`config.mk`:
```
export PLATFORM = sky130hd
export DESIGN_NAME = multi_event_counter
export DESIGN_NICKNAME = d
export VERILOG_FILES = /design/src/rtl/multi_event_counter.sv
export SDC_FILE = /design/constraint.sdc
export NUM_CORES = 1
export LEC_CHECK = 0
export BUFFER_PORTS_ARGS = -buffer_cell sky130_fd_sc_hd__clkbuf_2
export CAP_MARGIN = 0
export CORE_MARGIN = 3
export CORE_UTILIZATION = 31
export DETAILED_ROUTE_END_ITERATION = 6
export REMOVE_ABC_BUFFERS = 1
export SLEW_MARGIN = 40
export SYNTH_ARGS = -nofsm -noshare
export SYNTH_HDL_FRONTEND = slang
export SYNTH_SLANG_ARGS = --single-unit
```
`constraint.sdc`:
```
create_clock -name clk -period 4.3 [get_ports clk]
set_input_delay 0 -clock clk [delete_from_list [all_inputs] [get_ports clk]]
set_output_delay 0 -clock clk [all_outputs]
set_load 0.02 [all_outputs]
```
`src/rtl/multi_event_counter.sv`:
```
// rtl/multi_event_counter.sv - N-channel programmable event counter/divider
//
// Purpose:
//   Each channel counts qualified events up to a runtime-programmable terminal
//   value and emits a registered one-cycle tick when the terminal is reached.
//   Each channel can be periodic or one-shot, and can count either high cycles
//   (level mode) or rising edges (edge mode).
//
// Ports:
//   clk          single clock, all logic on posedge
//   rst          synchronous active-high reset
//   cfg_load     per-channel latch of cfg_term/cfg_oneshot/cfg_edge
//   cfg_term     per-channel terminal values, channel i at [i*CW +: CW]
//   cfg_oneshot  1 = one-shot, 0 = periodic
//   cfg_edge     1 = count rising edges, 0 = count high cycles
//   enable       per-channel count enable
//   clear        per-channel synchronous clear of count/done
//   event_in     raw event inputs
//   tick_out     one-cycle pulse when a channel reaches its terminal
//   done         one-shot sticky completion flag
//   count_out    current count per channel, channel i at [i*CW +: CW]

module multi_event_counter #(
  parameter int CHANNELS     = 4,
  parameter int COUNT_WIDTH  = 8,
  parameter int DEFAULT_TERM = 3
) (
  input  logic                            clk,
  input  logic                            rst,
  input  logic [CHANNELS-1:0]             cfg_load,
  input  logic [CHANNELS*COUNT_WIDTH-1:0] cfg_term,
  input  logic [CHANNELS-1:0]             cfg_oneshot,
  input  logic [CHANNELS-1:0]             cfg_edge,
  input  logic [CHANNELS-1:0]             enable,
  input  logic [CHANNELS-1:0]             clear,
  input  logic [CHANNELS-1:0]             event_in,
  output logic [CHANNELS-1:0]             tick_out,
  output logic [CHANNELS-1:0]             done,
  output logic [CHANNELS*COUNT_WIDTH-1:0] count_out
);

  localparam int CW = COUNT_WIDTH;

  for (genvar i = 0; i < CHANNELS; i++) begin : g_ch

    logic [CW-1:0] count_q, count_d;
    logic [CW-1:0] term_q, term_d;
    logic          oneshot_q, oneshot_d;
    logic          edge_q, edge_d;
    logic          hist_q, hist_d;
    logic          done_q, done_d;
    logic          tick_q, tick_d;

    // One bit wider than the counter so term = 2**CW-1 compares without wrap.
    logic [CW:0]   eff_term;
    logic [CW:0]   count_inc;
    logic          qual_event;

    always_comb begin
      count_d   = count_q;
      term_d    = term_q;
      oneshot_d = oneshot_q;
      edge_d    = edge_q;
      done_d    = done_q;
      tick_d    = 1'b0;
      // History follows the raw input every cycle, independent of enable/clear/done.
      hist_d    = event_in[i];

      // A terminal of zero behaves like one: every event ticks.
      eff_term  = (term_q == '0) ? (CW+1)'(1) : {1'b0, term_q};
      count_inc = {1'b0, count_q} + (CW+1)'(1);

      qual_event = enable[i] & ~done_q &
                   (edge_q ? (event_in[i] & ~hist_q) : event_in[i]);

      if (cfg_load[i]) begin
        term_d    = cfg_term[i*CW +: CW];
        oneshot_d = cfg_oneshot[i];
        edge_d    = cfg_edge[i];
        count_d   = '0;
        done_d    = 1'b0;
      end else if (clear[i]) begin
        count_d = '0;
        done_d  = 1'b0;
      end else if (qual_event) begin
        if (count_inc >= eff_term) begin
          tick_d = 1'b1;
          if (oneshot_q) begin
            // One-shot parks at its terminal; done blocks further events.
            count_d = eff_term[CW-1:0];
            done_d  = 1'b1;
          end else begin
            count_d = '0;
          end
        end else begin
          count_d = count_inc[CW-1:0];
        end
      end
    end

    always_ff @(posedge clk) begin
      if (rst) begin
        count_q   <= '0;
        term_q    <= CW'(DEFAULT_TERM);
        oneshot_q <= 1'b0;
        edge_q    <= 1'b0;
        hist_q    <= 1'b0;
        done_q    <= 1'b0;
        tick_q    <= 1'b0;
      end else begin
        count_q   <= count_d;
        term_q    <= term_d;
        oneshot_q <= oneshot_d;
        edge_q    <= edge_d;
        hist_q    <= hist_d;
        done_q    <= done_d;
        tick_q    <= tick_d;
      end
    end

    assign tick_out[i]            = tick_q;
    assign done[i]                = done_q;
    assign count_out[i*CW +: CW]  = count_q;

  end : g_ch

endmodule

```
== Word-level counts from Yosys, hierarchy flattened ==
Cells that the tools add are included.

* Output and inout bits: 40
* Memory bits (read-only): 0
* Bits in writable memories: 0
* Memories kept: 0
* Bits in registers: 84
* Latch bits: 0

* Multiply operators: 0
* Div/mod/pow operators: 0
* Multiplexer cells: 20
* Bitwise operators: 24
* Order comparisons: 4
* Eq/ne operators: 0
* Reductions and logical operators: 16
* Shift operators: 0
* Add/subtract/negate cells: 4

{| class="wikitable"
|+ Operators by type and width
! operator !! number
|-
| $mux W8 || 12
|-
| $add A8 B1 Y9 const B || 4
|-
| $ge A9 B8 Y1 || 4
|-
| $logic_not A8 Y1 || 4
|-
| $reduce_or A4 Y1 || 4
|-
| $and A1 B1 Y1 || 12
|-
| $not A1 Y1 || 12
|-
| $reduce_and A3 Y1 || 4
|-
| $reduce_or A3 Y1 || 4
|-
| $mux W1 || 8
|}

== Longest topological paths before layout ==
* Word-level depth: 6
* Gate-level depth with buffers: 13
* Gate-level depth less buffers: 11

== Worst setup path after synthesis ==
Ideal clock, no wire load.

* Kind: flip-flop to flip-flop
* Start point: register g_ch[0].count_q[0]
* End point: register g_ch[0].count_q[0]
* Period minus slack after synthesis: 2.990 ns
* Arrival: 2.916 ns
* Stages on the path, launching flop included: 13
* Library setup time: 0.074 ns
* Setup slack: 1.310 ns
* Data required time: 4.226 ns
* Path through: dfxtp_1 > ha_1 > and3_1 > buf_6 > nand3_1 > xnor2_1 > ha_1 > a21oi_1 > o22ai_1 > a311o_1 > or2_1 > or4_1 > a31oi_1

* Cells in the longest elaborated chain, start to end: 3

{| class="wikitable"
|+ RTL lines
! what !! line !! RTL
|-
| start, declared || 46 || <nowiki>logic [CW-1:0] count_q, count_d;</nowiki>
|-
| start signal, assigned || 111 || <nowiki>count_q <= count_d;</nowiki>
|-
| $add A8 B1 Y9 * || 71 || <nowiki>count_inc = {1'b0, count_q} + (CW+1)'(1);</nowiki>
|-
| $ge A9 B8 Y1 || 86 || <nowiki>if (count_inc >= eff_term) begin</nowiki>
|-
| $mux W8 * || 86 ||
|}

Mark *: on every way between the ends. The rest lies on a longest branch, timed or not.
A chain may end at the register's enable or synchronous reset.

== Worst setup path after layout ==
* Start point: register g_ch[1].count_q[0]
* End point: register g_ch[1].count_q[2]

* Cells in the longest elaborated chain, start to end: 3

{| class="wikitable"
|+ RTL lines
! what !! line
|-
| start, declared || 46
|-
| start signal, assigned || 111
|-
| $add A8 B1 Y9 * || 71
|-
| $ge A9 B8 Y1 || 86
|-
| $mux W8 * || 86
|}

Marks and branches as above.

==> results.cfg <==
[outcome]
status = finished clean

[detailed_routing]
drc = 0
first_pass_iters = 4
vias_per_cell = 4.92
vias = 4392
wl_um = 12100
wire_per_inst_um = 13.6
drt_iter0_markers = 197
postRouteAntennaNets = 0

[logic_synthesis]
synth_area_leaders = dfxtp_1 (35%), ha_1 (9.5%), mux2i_1 (9.1%)
syn_area_um2 = 4750
synth_most_common_cell = dfxtp_1
avgSynthCellArea_um2 = 8.30
synth-seq-cells = 84
yosysSeqAreaShare_pct = 35.4
synth_cells = 573
synth_largest_area_cell = dfxtp_1
ys_warn_count = 0
ys.flop_type = dfxtp_1
yosysTopAreaCellShare_pct = 35.4
ys_types = 44
async_flop_share_pct = 0
synth_edf_count = 0
synth_common_cells = dfxtp_1 (84), nor2_1 (57), nand2_1 (49)

[final_layout]
syn2layout_area_growth_pct = 28.8
final_cell_count_no_fill = 892
diodes = 0
drive_gt1_share_pct = 17.1
utilization_pct = 41.5
finalNetCount = 797

[setup_path]
start_kind = flip-flop
path_buf_inv = 1
path_max_fanout = 7
cp.required_ns = 4.56
r2r_end = g_ch[1].count_q[2]
cpPeakStageDelay_ns = 0.44
cp-end-kind = flip-flop
reg2reg_depth = 11
r2r_start = g_ch[1].count_q[0]
criticalPathCategory = reg -> reg
worstPathArrival_ns = 3.53
crit_chain = ha_1 -> nand3_1 -> xnor2_1 -> ha_1 -> a211oi_1 -> nand2_1 -> a211o_1 -> nor2_1 -> buf_4 -> mux2_2 -> o21ai_0
path_depth = 11
path_delay_family = compound AO/OA/AOI/OAI gates
r2r_slack_ns = 1.03
timing.critical_path.mode_cell = ha_1
critPathSlowestCell = dfxtp_1

[clock_network]
cts_tree = done
ctsResizeCount = 0
cts.clk_slew.worst_paths_ns = 0.06
insertion_delay_ns = 0.33
cts_max_path_buffers = 2
cts_made_buffers = 9
cts_max_level = 3
post_cts_buffers = 0
clockRootBuffer = clkbuf_16
clock-sinks = 84

[sta]
rsz0062_at_grt = no
final_max_slew_viol_count = 0
relSlewSlack_pct = 48.3
hold_viol = 0
fin_setup_tns_ns = 0
post-route-period-util_pct = 76.0
timing.final.ws_setup_ns = 1.03
fin_worst_skew_ns = 0.00544
fmax_mhz = 306
period_needed_ns = 3.27
setup_viol = 0
tightest_slew_ns = 0.769

[floorplan]
die_x_um = 130
row_count = 44
fp.dieArea_um2 = 16900
coreArea_um2 = 14800
fp.dieH_um = 130
num_io_pins = 98
initial_utilization_pct = 32.2

[pwr]
peakVddDrop_v = 0.000271
p_leak_nw = 2.73
p_per_area_nw_per_um2 = 305
power_mw = 1.87

[global_route]
grt-ovfl-total = 0
grt_max_degree = 26
grt_usage_pct = 14.6
antenna_found_initial = 0
grt_pass1_wl_um = 20000
first_global_vias = 4088

[flow_run]
cap_violations = 0

[placed_design]
dp_hpwl_um = 8760
placedCellCount = 829
gp_congestion = 0.820
port_buffers = 97
dp_slack_ns = 1.08

[worst_hold_path]
hp-class = in -> reg
hold_path_depth = 4
min_to = g_ch[1].count_q[7]
hp-start = clear[1]
[worst reg2reg max path, stage by stage, from the launching register on]
cell and delay, ns:
dfxtp_1 0.44, ha_1 0.26, nand3_1 0.20, xnor2_1 0.19
ha_1 0.32, a211oi_1 0.27, nand2_1 0.11, a211o_1 0.33
nor2_1 0.37, buf_4 0.24, mux2_2 0.33, o21ai_0 0.13
[layout by cell type, fill, tap and decap left out, drive strengths merged, types with 2 or more instances in the layout]
cell type      n
nor2b          6
o211ai         7
a21oi         30
clkinv         3
xor2          14
clkbuf       109
a211oi         2
nand2         49
nor4           5
inv           36
nand3         19
or3            7
and3           3
o21ai         39
nor2          57
mux2i         43
o22ai          3
a2111oi        4
xnor2         10
nand2b         8
dfxtp         84
o31ai          2
nand4          8
dlygate4sd3   47
ha            36
a31oi         18
nor3          15
and2           5
buf            5
nand3b        12
a211o          2
or2            3
o21a           4
a41o           4
[registers in the layout, indices dropped and copies added, names as in the netlist]
name            count
g_ch.count_q       32
g_ch.done_q         4
g_ch.edge_q         4
g_ch.hist_q         4
g_ch.oneshot_q      4
g_ch.term_q        32
g_ch.tick_q         4
[power by group]
part | switching (mW) | internal (mW)
clock | 0.303 | 0.465
sequential | 0.0311 | 0.808
combinational | 0.133 | 0.126
total | 0.467 | 1.40
[worst max path at each step]
| stage | start | endpoint | slack [ns] |
|---|---|---|---|
| floorplan | g_ch[1].count_q[0] | g_ch[1].count_q[2] | 1.13 |
| global placement | g_ch[2].count_q[0] | g_ch[2].count_q[2] | 1.11 |
| detailed placement | g_ch[1].count_q[0] | g_ch[1].count_q[2] | 1.08 |
| CTS | g_ch[1].count_q[0] | g_ch[1].count_q[2] | 1.06 |
| global route | g_ch[3].count_q[0] | g_ch[3].count_q[2] | 0.68 |
| finish | g_ch[1].count_q[0] | g_ch[1].count_q[2] | 1.03 |
[cell type report]
type,instances,area [um2]
Clock buffer,12,246
Clock inverter,4,48.8
Fill cell,1515,8630
Inverter,36,135
Multi-Input combinational cell,423,2790
Sequential cell,84,1680
Tap cell,184,230
Timing Repair Buffer,149,993
[per-layer routing]
layer / track usage (%) / up-vias / part of all wire (%)
met1: 19.5 / 1986 / 49
met2: 23.7 / 104 / 46
li1: - / 2289 / -
met5: 0 / - / 0
met4: 4.03 / 0 / 0.99
met3: 3.40 / 13 / 4.3
[through the flow]
step	hold slack (ns)	cell area [um2]
global route	0.0509	6120
finish	0.0338	6120
floorplan	0.0716	4600
global placement	0.224	5350
detailed placement	0.231	5350
CTS	0.0104	6120
[kinds of logic after synthesis]
logic type / after synthesis / share of synthesized area, %
flip-flops: 84 / 35.4
AND/OR/NAND/NOR: 200 / 20.3
AO/OA/AOI/OAI: 119 / 15.1
adder cells (fa/ha/maj): 36 / 9.47
buffers and inverters: 66 / 6.08
multiplexers: 44 / 9.29
XOR/XNOR: 24 / 4.42
[what timing repair did]
item                                    4_1_cts  5_1_grt
hold endpoints to repair                     51        0
hold buffers                                 47        0
endpoints found under the setup margin        0        0
(Power assumes the default switching activity.)
